===== src/rtl/mips_pkg.sv =====
// Shared definitions for the multi-cycle MIPS core.
// Contents: opcode/funct codes, FSM state and ALU operation enums, and
// helpers for sign extension, legality and R-type funct decode.
package mips_pkg;

  localparam logic [5:0] OP_RTYPE = 6'h00;
  localparam logic [5:0] OP_J     = 6'h02;
  localparam logic [5:0] OP_BEQ   = 6'h04;
  localparam logic [5:0] OP_BNE   = 6'h05;
  localparam logic [5:0] OP_ADDI  = 6'h08;
  localparam logic [5:0] OP_LW    = 6'h23;
  localparam logic [5:0] OP_SW    = 6'h2B;

  localparam logic [5:0] FN_ADD = 6'h20;
  localparam logic [5:0] FN_SUB = 6'h22;
  localparam logic [5:0] FN_AND = 6'h24;
  localparam logic [5:0] FN_OR  = 6'h25;
  localparam logic [5:0] FN_SLT = 6'h2A;

  typedef enum logic [2:0] {
    BOOT   = 3'd0,
    FETCH  = 3'd1,
    DECODE = 3'd2,
    EXEC   = 3'd3,
    MEM    = 3'd4,
    WB     = 3'd5,
    TRAP   = 3'd6
  } state_t;

  typedef enum logic [2:0] {
    ALU_ADD = 3'd0,
    ALU_SUB = 3'd1,
    ALU_AND = 3'd2,
    ALU_OR  = 3'd3,
    ALU_SLT = 3'd4
  } alu_op_t;

  function automatic logic [31:0] sext16(input logic [15:0] imm);
    sext16 = {{16{imm[15]}}, imm};
  endfunction

  // True for every opcode (and R-type funct) the core can execute.
  function automatic logic is_legal(input logic [5:0] op, input logic [5:0] fn);
    case (op)
      OP_RTYPE: begin
        case (fn)
          FN_ADD, FN_SUB, FN_AND, FN_OR, FN_SLT: is_legal = 1'b1;
          default:                               is_legal = 1'b0;
        endcase
      end
      OP_J, OP_BEQ, OP_BNE, OP_ADDI, OP_LW, OP_SW: is_legal = 1'b1;
      default:                                     is_legal = 1'b0;
    endcase
  endfunction

  function automatic alu_op_t funct_to_alu(input logic [5:0] fn);
    case (fn)
      FN_SUB:  funct_to_alu = ALU_SUB;
      FN_AND:  funct_to_alu = ALU_AND;
      FN_OR:   funct_to_alu = ALU_OR;
      FN_SLT:  funct_to_alu = ALU_SLT;
      default: funct_to_alu = ALU_ADD;
    endcase
  endfunction

endpackage


===== src/rtl/mips_multicycle_core_regfile.sv =====
// 32x32 register file: two combinational read ports, one write port.
// Ports: clk, rst (async active-low, clears all registers), we/waddr/wdata
// write port, raddr_a/rdata_a and raddr_b/rdata_b read ports.
// Register 0 always reads as zero; writes to it are dropped.
module mips_regfile (
  input  logic        clk,
  input  logic        rst,
  input  logic        we,
  input  logic [4:0]  waddr,
  input  logic [31:0] wdata,
  input  logic [4:0]  raddr_a,
  output logic [31:0] rdata_a,
  input  logic [4:0]  raddr_b,
  output logic [31:0] rdata_b
);

  logic [31:0] regs [32];

  // Register write on the clock edge; a same-cycle read sees the old value.
  always_ff @(posedge clk or negedge rst) begin
    if (!rst) begin
      for (int i = 0; i < 32; i++) begin
        regs[i] <= 32'd0;
      end
    end else if (we && (waddr != 5'd0)) begin
      regs[waddr] <= wdata;
    end
  end

  assign rdata_a = (raddr_a == 5'd0) ? 32'd0 : regs[raddr_a];
  assign rdata_b = (raddr_b == 5'd0) ? 32'd0 : regs[raddr_b];

endmodule


===== src/rtl/mips_multicycle_core.sv =====
// Multi-cycle MIPS core with one shared req/ready memory port.
// Ports: clk, rst (async active-low), clr (sync restart, registers kept);
// memory port mem_req/mem_we/mem_addr/mem_wdata out, mem_rdata/mem_ready in;
// status pc_out, retire (one pulse per instruction), trap (sticky).
// All memory-port outputs are registers written by the FSM, so none of them
// depend combinationally on mem_ready.
module mips_multicycle_core
  import mips_pkg::*;
#(
  parameter int                ADDR_W   = 32,
  parameter logic [ADDR_W-1:0] RESET_PC = {ADDR_W{1'b0}}
) (
  input  logic              clk,
  input  logic              rst,
  input  logic              clr,
  output logic              mem_req,
  output logic              mem_we,
  output logic [ADDR_W-1:0] mem_addr,
  output logic [31:0]       mem_wdata,
  input  logic [31:0]       mem_rdata,
  input  logic              mem_ready,
  output logic [ADDR_W-1:0] pc_out,
  output logic              retire,
  output logic              trap
);

  localparam logic [ADDR_W-1:0] PC_STEP = ADDR_W'(3'd4);

  state_t            state;
  logic [ADDR_W-1:0] pc;
  logic [31:0]       ir, a, b, alu_out, mdr;

  logic [5:0]  opcode, fn;
  logic [4:0]  rs, rt, rd;
  logic [31:0] imm_ext, pc32, jump_target, alu_b, alu_res, rf_a, rf_b, rf_wdata;
  logic [4:0]  rf_waddr;
  logic        rf_we;
  alu_op_t     alu_op;
  logic [ADDR_W-1:0] exec_pc;

  assign opcode      = ir[31:26];
  assign rs          = ir[25:21];
  assign rt          = ir[20:16];
  assign rd          = ir[15:11];
  assign fn          = ir[5:0];
  assign imm_ext     = sext16(ir[15:0]);
  assign pc32        = 32'(pc);
  // Jump keeps the top nibble of the already-incremented PC.
  assign jump_target = {pc32[31:28], ir[25:0], 2'b00};
  assign pc_out      = pc;

  mips_regfile u_regfile (
    .clk     (clk),
    .rst     (rst),
    .we      (rf_we),
    .waddr   (rf_waddr),
    .wdata   (rf_wdata),
    .raddr_a (rs),
    .rdata_a (rf_a),
    .raddr_b (rt),
    .rdata_b (rf_b)
  );

  // Inline ALU: R-type uses funct and B, everything else adds the immediate.
  always_comb begin
    alu_op = ALU_ADD;
    alu_b  = imm_ext;
    if (opcode == OP_RTYPE) begin
      alu_op = funct_to_alu(fn);
      alu_b  = b;
    end else begin
      alu_op = ALU_ADD;
      alu_b  = imm_ext;
    end
    case (alu_op)
      ALU_ADD: alu_res = a + alu_b;
      ALU_SUB: alu_res = a - alu_b;
      ALU_AND: alu_res = a & alu_b;
      ALU_OR:  alu_res = a | alu_b;
      ALU_SLT: alu_res = {31'd0, ($signed(a) < $signed(alu_b))};
      default: alu_res = a + alu_b;
    endcase
  end

  // PC chosen by a control-transfer instruction in EXEC.
  always_comb begin
    exec_pc = pc;
    case (opcode)
      OP_BEQ: if (a == b) exec_pc = alu_out[ADDR_W-1:0]; else exec_pc = pc;
      OP_BNE: if (a != b) exec_pc = alu_out[ADDR_W-1:0]; else exec_pc = pc;
      OP_J:   exec_pc = jump_target[ADDR_W-1:0];
      default: exec_pc = pc;
    endcase
  end

  // Register-file write port, active only in WB.
  always_comb begin
    rf_we    = (state == WB);
    rf_waddr = (opcode == OP_RTYPE) ? rd : rt;
    rf_wdata = (opcode == OP_LW) ? mdr : alu_out;
  end

  // Main FSM with registered memory-port and status outputs.
  always_ff @(posedge clk or negedge rst) begin
    if (!rst) begin
      state     <= BOOT;
      pc        <= RESET_PC;
      ir        <= 32'd0;
      a         <= 32'd0;
      b         <= 32'd0;
      alu_out   <= 32'd0;
      mdr       <= 32'd0;
      mem_req   <= 1'b0;
      mem_we    <= 1'b0;
      mem_addr  <= {ADDR_W{1'b0}};
      mem_wdata <= 32'd0;
      retire    <= 1'b0;
      trap      <= 1'b0;
    end else begin
      retire <= 1'b0;
      if (clr) begin
        // Restart drops any outstanding request; FETCH re-issues it next cycle.
        state    <= FETCH;
        pc       <= RESET_PC;
        mem_req  <= 1'b0;
        mem_we   <= 1'b0;
        mem_addr <= RESET_PC;
        trap     <= 1'b0;
      end else begin
        case (state)
          BOOT: begin
            state    <= FETCH;
            mem_req  <= 1'b1;
            mem_we   <= 1'b0;
            mem_addr <= pc;
          end
          FETCH: begin
            if (!mem_req) begin
              mem_req  <= 1'b1;
              mem_we   <= 1'b0;
              mem_addr <= pc;
            end else if (mem_ready) begin
              ir      <= mem_rdata;
              pc      <= pc + PC_STEP;
              mem_req <= 1'b0;
              state   <= DECODE;
            end
          end
          DECODE: begin
            a       <= rf_a;
            b       <= rf_b;
            alu_out <= pc32 + (imm_ext << 2);
            if (is_legal(opcode, fn)) begin
              state <= EXEC;
            end else begin
              state <= TRAP;
              trap  <= 1'b1;
            end
          end
          EXEC: begin
            case (opcode)
              OP_LW, OP_SW: begin
                alu_out <= alu_res;
                if (alu_res[1:0] != 2'b00) begin
                  state <= TRAP;
                  trap  <= 1'b1;
                end else begin
                  state     <= MEM;
                  mem_req   <= 1'b1;
                  mem_we    <= (opcode == OP_SW);
                  mem_addr  <= alu_res[ADDR_W-1:0];
                  mem_wdata <= b;
                end
              end
              OP_BEQ, OP_BNE, OP_J: begin
                pc       <= exec_pc;
                mem_addr <= exec_pc;
                mem_req  <= 1'b1;
                mem_we   <= 1'b0;
                retire   <= 1'b1;
                state    <= FETCH;
              end
              default: begin
                alu_out <= alu_res;
                state   <= WB;
              end
            endcase
          end
          MEM: begin
            if (mem_ready) begin
              if (mem_we) begin
                retire   <= 1'b1;
                state    <= FETCH;
                mem_req  <= 1'b1;
                mem_we   <= 1'b0;
                mem_addr <= pc;
              end else begin
                mdr     <= mem_rdata;
                mem_req <= 1'b0;
                state   <= WB;
              end
            end
          end
          WB: begin
            retire   <= 1'b1;
            state    <= FETCH;
            mem_req  <= 1'b1;
            mem_we   <= 1'b0;
            mem_addr <= pc;
          end
          TRAP: begin
            mem_req <= 1'b0;
            trap    <= 1'b1;
          end
          default: begin
            state   <= TRAP;
            mem_req <= 1'b0;
            trap    <= 1'b1;
          end
        endcase
      end
    end
  end

endmodule


===== config.mk =====
export PLATFORM = sky130hd
export DESIGN_NAME = mips_multicycle_core
export DESIGN_NICKNAME = d
export VERILOG_FILES = /design/src/rtl/mips_pkg.sv /design/src/rtl/mips_multicycle_core_regfile.sv /design/src/rtl/mips_multicycle_core.sv
export SDC_FILE = /design/constraint.sdc
export NUM_CORES = 2
export LEC_CHECK = 0
export CORE_ASPECT_RATIO = 1.4
export CORE_MARGIN = 2
export CORE_UTILIZATION = 45
export CTS_BUF_LIST = sky130_fd_sc_hd__clkbuf_16
export DETAILED_ROUTE_END_ITERATION = 10
export GPL_ROUTABILITY_DRIVEN = 0
export HOLD_SLACK_MARGIN = 0.06
export PLACE_DENSITY = 0.57
export SYNTH_ARGS = -nofsm -noshare
export SYNTH_HDL_FRONTEND = slang
export SYNTH_SLANG_ARGS = --single-unit

===== constraint.sdc =====
create_clock -name clk -period 8.2 [get_ports clk]
set_clock_uncertainty 0.2 [all_clocks]
set_input_delay 1.23 -clock clk [delete_from_list [all_inputs] [get_ports clk]]
set_output_delay 1.23 -clock clk [all_outputs]
set_load 0.02 [all_outputs]

Word-level counts from Yosys, hierarchy flattened

Cells that the tools add are included.

Register bits after elaboration: 1287
Input port bits: 36
Output and inout port bits: 100
Logic and storage cells: 198

Add/subtract/negate cells: 4
Order comparisons: 5
Eq/ne operators: 38
Mux-type cells: 70
Bitwise logic cells: 8
Reductions and logical operators: 28

Operators by type and width:

| cell                                          | number |
|---|---|
| bitwise mux 1024 bit                          | 1 |
| 2-to-1 mux 32 bit                             | 21 |
| binary-select mux 32 bit (select 5 bit)       | 2 |
| one-hot mux 32 bit (4 select lines)           | 2 |
| one-hot mux 32 bit (2 select lines)           | 3 |
| demux 32 bit (select 5 bit)                   | 1 |
| one-hot mux 32 bit (3 select lines)           | 1 |
| adder 32 bit                                  | 2 |
| == test 6 bit, second input constant          | 7 |
| adder 32 x 3 -> 32 bit, second input constant | 1 |
| bitwise AND 32 bit                            | 1 |
| == test 32 bit                                | 1 |
| < comparator 32 bit                           | 1 |
| != test 32 bit                                | 1 |
| bitwise OR 32 bit                             | 1 |
| subtractor 32 bit                             | 1 |
| AND reduction 4 bit                           | 7 |
| != test 3 bit, second input constant          | 9 |
| 2-to-1 mux 3 bit                              | 7 |
| 2-to-1 mux 1 bit                              | 20 |
| >= comparator 6 bit, second input constant    | 3 |
| inverter 5 -> 6 bit                           | 3 |
| one-hot mux 3 bit (6 select lines)            | 1 |
| == test 3 x 2 -> 1 bit, second input constant | 4 |
| 34 further kinds                              | 52 |

Longest topological paths before layout

Depth after elaboration: 10
Depth in mapped cells: 23
Depth with buffers taken out: 18

Cells and area by module

From an unflattened synthesis, not the netlist that was laid out.

Cell total of the unflattened synthesis: 5877
Area, all modules: 74017.2 µm²

Modules (own cells, without submodules):

| module               | instances | cells each | area each (µm²) | sequential area each (µm²) |
|---|---|---|---|---|
| mips_regfile         | 1         | 3621       | 54315.8         | 25624.6 |
| mips_multicycle_core | 1         | 2256       | 19701.4         | 6581.3 |

Least setup slack after synthesis

No wires, ideal clock.

Path type: register -> register
Start: reg ir[29]
End: reg mem_wdata[10]
Setup time: 128 ps
Arrival: 5123 ps
Data required time: 7872 ps
Setup slack: 2750 ps
Stages on the path, launching flop included: 23
Buffers on the path: 7
Clock period less this slack: 5450 ps
Cell sequence: dfrtp_1 -> buf_2 -> nor3_1 -> nand2b_1 -> or3_1 -> clkbuf_1 -> clkbuf_1 -> and2_1 -> clkbuf_1 -> clkbuf_1 -> a21o_1 -> inv_1 -> ha_1 -> buf_2 -> or4_1 -> or3_1 -> nor4_1 -> a21oi_1 -> a41oi_2 -> nand2_1 -> nor2_2 -> buf_4 -> mux2_1

Longest elaborated chain between the ends: 7
Elaborated cells on any way between the ends: 19
Classes of those cells: 2 x add/sub; 1 x order compare; 6 x eq/ne; 3 x mux; 3 x bitwise; 4 x reduce/logical

RTL lines:

| item                                                  | line                                                   | text |
|---|---|---|
| start, declared                                       | mips_multicycle_core.sv:31                             | `logic [31:0] ir, a, b, alu_out, mdr;` |
| start signal, assigned                                | mips_multicycle_core.sv:143                            | `ir <= mem_rdata;` |
| zero test 6 bit                                       | mips_multicycle_core.sv:68                             | `if (opcode == OP_RTYPE) begin` |
| 2-to-1 mux 32 bit or 2-to-1 mux 3 bit (tied branches) | mips_multicycle_core.sv:68                             |  |
| adder 32 bit (tied with other cells)                  | mips_multicycle_core.sv:76, mips_multicycle_core.sv:81 |  |
| one-hot mux 32 bit (4 select lines)                   | mips_multicycle_core.sv:75                             | `case (alu_op)` |
| nonzero test 2 bit                                    | mips_multicycle_core.sv:164                            | `if (alu_res[1:0] != 2'b00) begin` |
| inverter 1 bit (no line)                              | n/a                                                    |  |
| AND reduction 4 bit (no line) (*)                     | n/a                                                    |  |
| end signal, assigned                                  | mips_multicycle_core.sv:116                            | `mem_wdata <= 32'd0;` |
| end signal, assigned                                  | mips_multicycle_core.sv:172                            | `mem_wdata <= b;` |
| end, declared                                         | mips_multicycle_core.sv:19                             | `output logic [31:0] mem_wdata,` |

Every way passes the cells marked *; elsewhere a longest branch is shown, timed or not.
A chain may end at the register's enable or synchronous reset.

Worst setup path after layout

Start: reg ir[29]
End: reg mem_wdata[2]

Same word-level chain as after synthesis.

==> run_results.csv <==
group,metric,value,unit
global_route,global_route_wire_length_before_repair,364.2,mm
sta,max_slew.worst_pin.slew,1.249,ns
yosys,postSynthRegisterBits,1287,
drt,post_drt_wl_per_cell,28.71,um
setup_path,worstPathCellList,"nor3_1 > nand2b_1 > or3_1 > buf_4 > and2_1 > a21o_1 > inv_1 > ha_1 > or4_1 > or3_1 > nor4_1 > a21oi_1 > a41oi_2 > nand2_1 > nor2_4 > buf_4 > mux2_1",
setup_path,critical_path_arrival,7.12,ns
setup_path,timing.reg2reg.worst_path_depth,17,
place,placement.io_buffers,135,
cts,tritoncts,"done",
setup_path,crit_slowest_cell,"sky130_fd_sc_hd__or4_1",
outcome,run_status,"finished, final reports clean",
drt,drt_first_pass_iters,7,
sta,grt_setup_unrepaired,"false",
sta,finalSetupViolations,0,
die,chipHeight,473.9,um
yosys,synth.distinct_cells,91,
drt,drt-vias-per-instance,6.314,
drt,detail_route.drc_violations,0,
global_route,global_route_usage_over_all_layers,0.3064,
cts,cts_inserted_buffers,132,
place,placed_cell_area,0.07423,sq mm
final_layout,num-fill-cells,14137,
drt,1st_iter_drt_viols,5236,
global_route,gr-total-overflow,0,
sta,fin_crit_sh,0.8107,
cts,ctsRootBufferMaster,"sky130_fd_sc_hd__clkbuf_16",
global_route,grt_antenna_before_repair,3,
worst_hold_path,hold_path.class,"input pin to asynchronous set/reset pin",
setup_path,critical_path_required,8.67,ns
die,rows,172,
final_layout,synthToLayoutAreaGrowth,10.47,%
sta,timing_hold_violations_final,0,
global_route,first_global_vias,53469,
yosys,top_reg_cell_synth,"sky130_fd_sc_hd__dfrtp_1",
die,floorplan.core_area,0.1567,sq mm
run,max_cap_viol_count,0,
cts,post_cts_hold_buffer_count,0,
setup_path,reg_to_reg_start,"ir[29]",
power,vdd.ir_drop.worst,247.8,uV
sta,finalSetupTns,0,ns
final_layout,finish.instance_area,0.07840,sq mm
setup_path,worst_setup_path_class,"register to register",
drt,wl,245.6,mm
power,static-leakage-power,33.76,nW
sta,layout_min_cycle_time,6.647,ns
cts,cts_resized,0,
cts,numClockSinks,1287,
setup_path,slowest_delay,0.63,ns
drt,detail-route-antenna-nets,0,
die,die-width,339.6,um
place,place_hpwl,154.8,mm
sta,final_slew_violations,0,
final_layout,post-route-util,0.5004,
yosys,synth_edf_count,0,
yosys,mappedNetlistArea,0.07097,sq mm
final_layout,drive_gt1_frac,0.1838,
sta,timing.slew.headroom,0.1651,
yosys,synthesis.nets,6748,
die,fp.dieArea,0.1609,sq mm
die,initial_utilization,0.4530,
setup_path,ff2ff_setup_slack,1.55,ns
drt,dr_total_vias,54008,
cts,clkSlewWorstSetupHoldPaths,0.06,ns
final_layout,finalNetCount,6528,
sta,max_freq,150.4,MHz
yosys,asyncSetResetFlopFracSynth,1.000,
power,report.power.total,28.90,mW
yosys,syn-mean-instance-area,10.78,sq um
yosys,synthCells,6583,
cts,post_cts_buffers,0,
cts,htreeDepth,4,
setup_path,critPathLaunchType,"register",
power,power_per_cell_area,368.6,mW/mm^2
die,ios,136,
global_route,grt_max_degree,157,
yosys,synth.yosys.seq_area_share,0.4538,
cts,ctsLongestPathBuffers,3,
setup_path,worstPathMaxFanout,24,
cts,worst_skew_pair.late_latency,0.80,ns
sta,whs,0.1870,ns
setup_path,timing.rr.end,"mem_wdata[2]",
yosys,synthesis.yosys.warnings,0,
setup_path,cp-end-kind,"register",
[per-layer routing]
| metal | vias up | track usage | wire length, um |
|---|---|---|---|
| met2 | 2301 | 0.5086 | 119700 |
| met1 | 27577 | 0.3898 | 95820 |
| met4 | 0 | 0.1506 | 13370 |
| met5 | - | 0 | 0 |
| li1 | 23527 | - | - |
| met3 | 603 | 0.05172 | 16750 |
[logic make-up (layout without fill, tap and decap cells)]
| logic type | after synthesis | count (layout) | share of synthesized area |
|---|---|---|---|
| AND/OR/NAND/NOR | 1731 | 1731 | 0.1009 |
| other | 0 | 2 | 0 |
| adder cells (fa/ha/maj) | 129 | 129 | 0.02306 |
| XOR/XNOR | 61 | 61 | 0.007528 |
| flip-flops | 1287 | 1287 | 0.4538 |
| multiplexers | 871 | 871 | 0.2330 |
| AO/OA/AOI/OAI | 1765 | 1765 | 0.1417 |
| buffers and inverters | 739 | 620 | 0.03995 |
[layout make-up]
cell class                      count  area [sq um]  share of cell area
Tap cell                         2088          2613             0.03332
Clock buffer                      137          3428             0.04373
Clock inverter                     98         739.5            0.009432
Sequential cell                  1287         32240              0.4112
Inverter                          107         401.6            0.005123
Multi-Input combinational cell   4557         36380              0.4641
Antenna cell                        2         5.005          0.00006384
Timing Repair Buffer              278          2587             0.03300
[worst max-delay path, delay by kind of cell (launching register included)]
kind / cells / cell delay (ns)
compound gates: 3 / 0.72
mux: 1 / 0.37
fa+ha+maj: 1 / 0.43
simple gates: 9 / 3.51
flops: 1 / 0.49
buf+inv: 3 / 0.72
[per-stage QoR]
step           cells  worst slack [ns]
2_1_floorplan   6583             2.750
3_3_place_gp    8317             1.714
3_5_place_dp    8317             1.657
4_1_cts         8552             1.604
5_1_grt         8553             1.206
6_report        8554             1.553
[where the power goes]
group          switching [mW]  internal [mW]
sequential               1.86           7.82
clock                    2.70           3.32
combinational            7.90           5.30
[cell usage in the layout (no fill, tap or decap), types with 14 or more instances in the layout]
cell                              instances
sky130_fd_sc_hd__a211oi_1                34
sky130_fd_sc_hd__nor2_4                  15
sky130_fd_sc_hd__nor3_1                  45
sky130_fd_sc_hd__clkinv_1                31
sky130_fd_sc_hd__clkdlybuf4s50_1        133
sky130_fd_sc_hd__ha_1                   126
sky130_fd_sc_hd__o21ai_1                 16
sky130_fd_sc_hd__xor2_1                  38
sky130_fd_sc_hd__o31ai_1                 22
sky130_fd_sc_hd__inv_1                  127
sky130_fd_sc_hd__nand2_1                775
sky130_fd_sc_hd__clkinv_2                21
sky130_fd_sc_hd__o211ai_1                22
sky130_fd_sc_hd__nand4_1                 16
sky130_fd_sc_hd__a221oi_1                34
sky130_fd_sc_hd__nor4_1                  16
sky130_fd_sc_hd__dfrtp_1               1277
sky130_fd_sc_hd__a31oi_1                 19
sky130_fd_sc_hd__buf_4                  131
sky130_fd_sc_hd__or3_1                   14
sky130_fd_sc_hd__a21oi_1                630
sky130_fd_sc_hd__mux4_2                 608
sky130_fd_sc_hd__nor2b_1                 41
sky130_fd_sc_hd__nand3_1                 33
sky130_fd_sc_hd__nand2b_1                23
sky130_fd_sc_hd__nand2_4                 15
sky130_fd_sc_hd__o32ai_1                 30
sky130_fd_sc_hd__mux2_2                 135
sky130_fd_sc_hd__o22ai_1                 53
sky130_fd_sc_hd__mux2_1                  33
sky130_fd_sc_hd__a21o_1                  56
sky130_fd_sc_hd__clkbuf_16              137
sky130_fd_sc_hd__nor2_1                 654
sky130_fd_sc_hd__mux2i_1                 63
sky130_fd_sc_hd__o21ai_0                709
sky130_fd_sc_hd__xnor2_1                 22
sky130_fd_sc_hd__mux2i_2                 32
[worst max-delay path by stage]
stage	start	endpoint
2_1_floorplan	ir[29]	mem_wdata[10]
3_3_place_gp	ir[29]	mem_wdata[3]
3_5_place_dp	ir[29]	mem_wdata[2]
4_1_cts	ir[29]	mem_wdata[12]
5_1_grt	ir[29]	mem_wdata[10]
6_report	ir[29]	mem_wdata[2]
[synth_stat cells (14+ instances only)]
cell type                  number  share of area
sky130_fd_sc_hd__a31oi_1       19         0.0017
sky130_fd_sc_hd__a221oi_1      34         0.0042
sky130_fd_sc_hd__mux2_1        33         0.0052
sky130_fd_sc_hd__a211oi_1      34         0.0036
sky130_fd_sc_hd__o21ai_1       16         0.0011
sky130_fd_sc_hd__clkbuf_1     511          0.027
sky130_fd_sc_hd__nor4_1        18         0.0016
sky130_fd_sc_hd__or3_1         14         0.0012
sky130_fd_sc_hd__buf_2         39         0.0028
sky130_fd_sc_hd__o22ai_1       53         0.0047
sky130_fd_sc_hd__nand2_1      792          0.042
sky130_fd_sc_hd__xor2_1        38         0.0047
sky130_fd_sc_hd__o32ai_1       30         0.0037
sky130_fd_sc_hd__mux2_2       135          0.021
sky130_fd_sc_hd__o21ai_0      710          0.050
sky130_fd_sc_hd__a21o_1        56         0.0059
sky130_fd_sc_hd__nor3_1        48         0.0034
sky130_fd_sc_hd__nor2_1       671          0.035
sky130_fd_sc_hd__ha_1         126          0.022
sky130_fd_sc_hd__dfrtp_1     1287           0.45
sky130_fd_sc_hd__nand4_1       16         0.0014
sky130_fd_sc_hd__buf_1         78         0.0041
sky130_fd_sc_hd__mux2i_1       95          0.013
sky130_fd_sc_hd__mux4_2       608           0.19
sky130_fd_sc_hd__nand3_1       35         0.0025
sky130_fd_sc_hd__nor2b_1       41         0.0036
sky130_fd_sc_hd__a21oi_1      630          0.044
sky130_fd_sc_hd__xnor2_1       23         0.0028
sky130_fd_sc_hd__inv_1        105         0.0056
sky130_fd_sc_hd__o211ai_1      22         0.0023
sky130_fd_sc_hd__o31ai_1       22         0.0023
sky130_fd_sc_hd__nand2b_1      24         0.0021
[flip-flops by register name (all words and copies together) (netlist names)]
signal          flops
mdr                32
state               3
b                  32
ir                 32
a                  32
trap                1
retire              1
mem_req             1
alu_out            32
mem_addr           32
mem_wdata          32
pc_out             32
mem_we              1
u_regfile.regs   1024
Note: power is estimated with default switching activity, not from simulation.
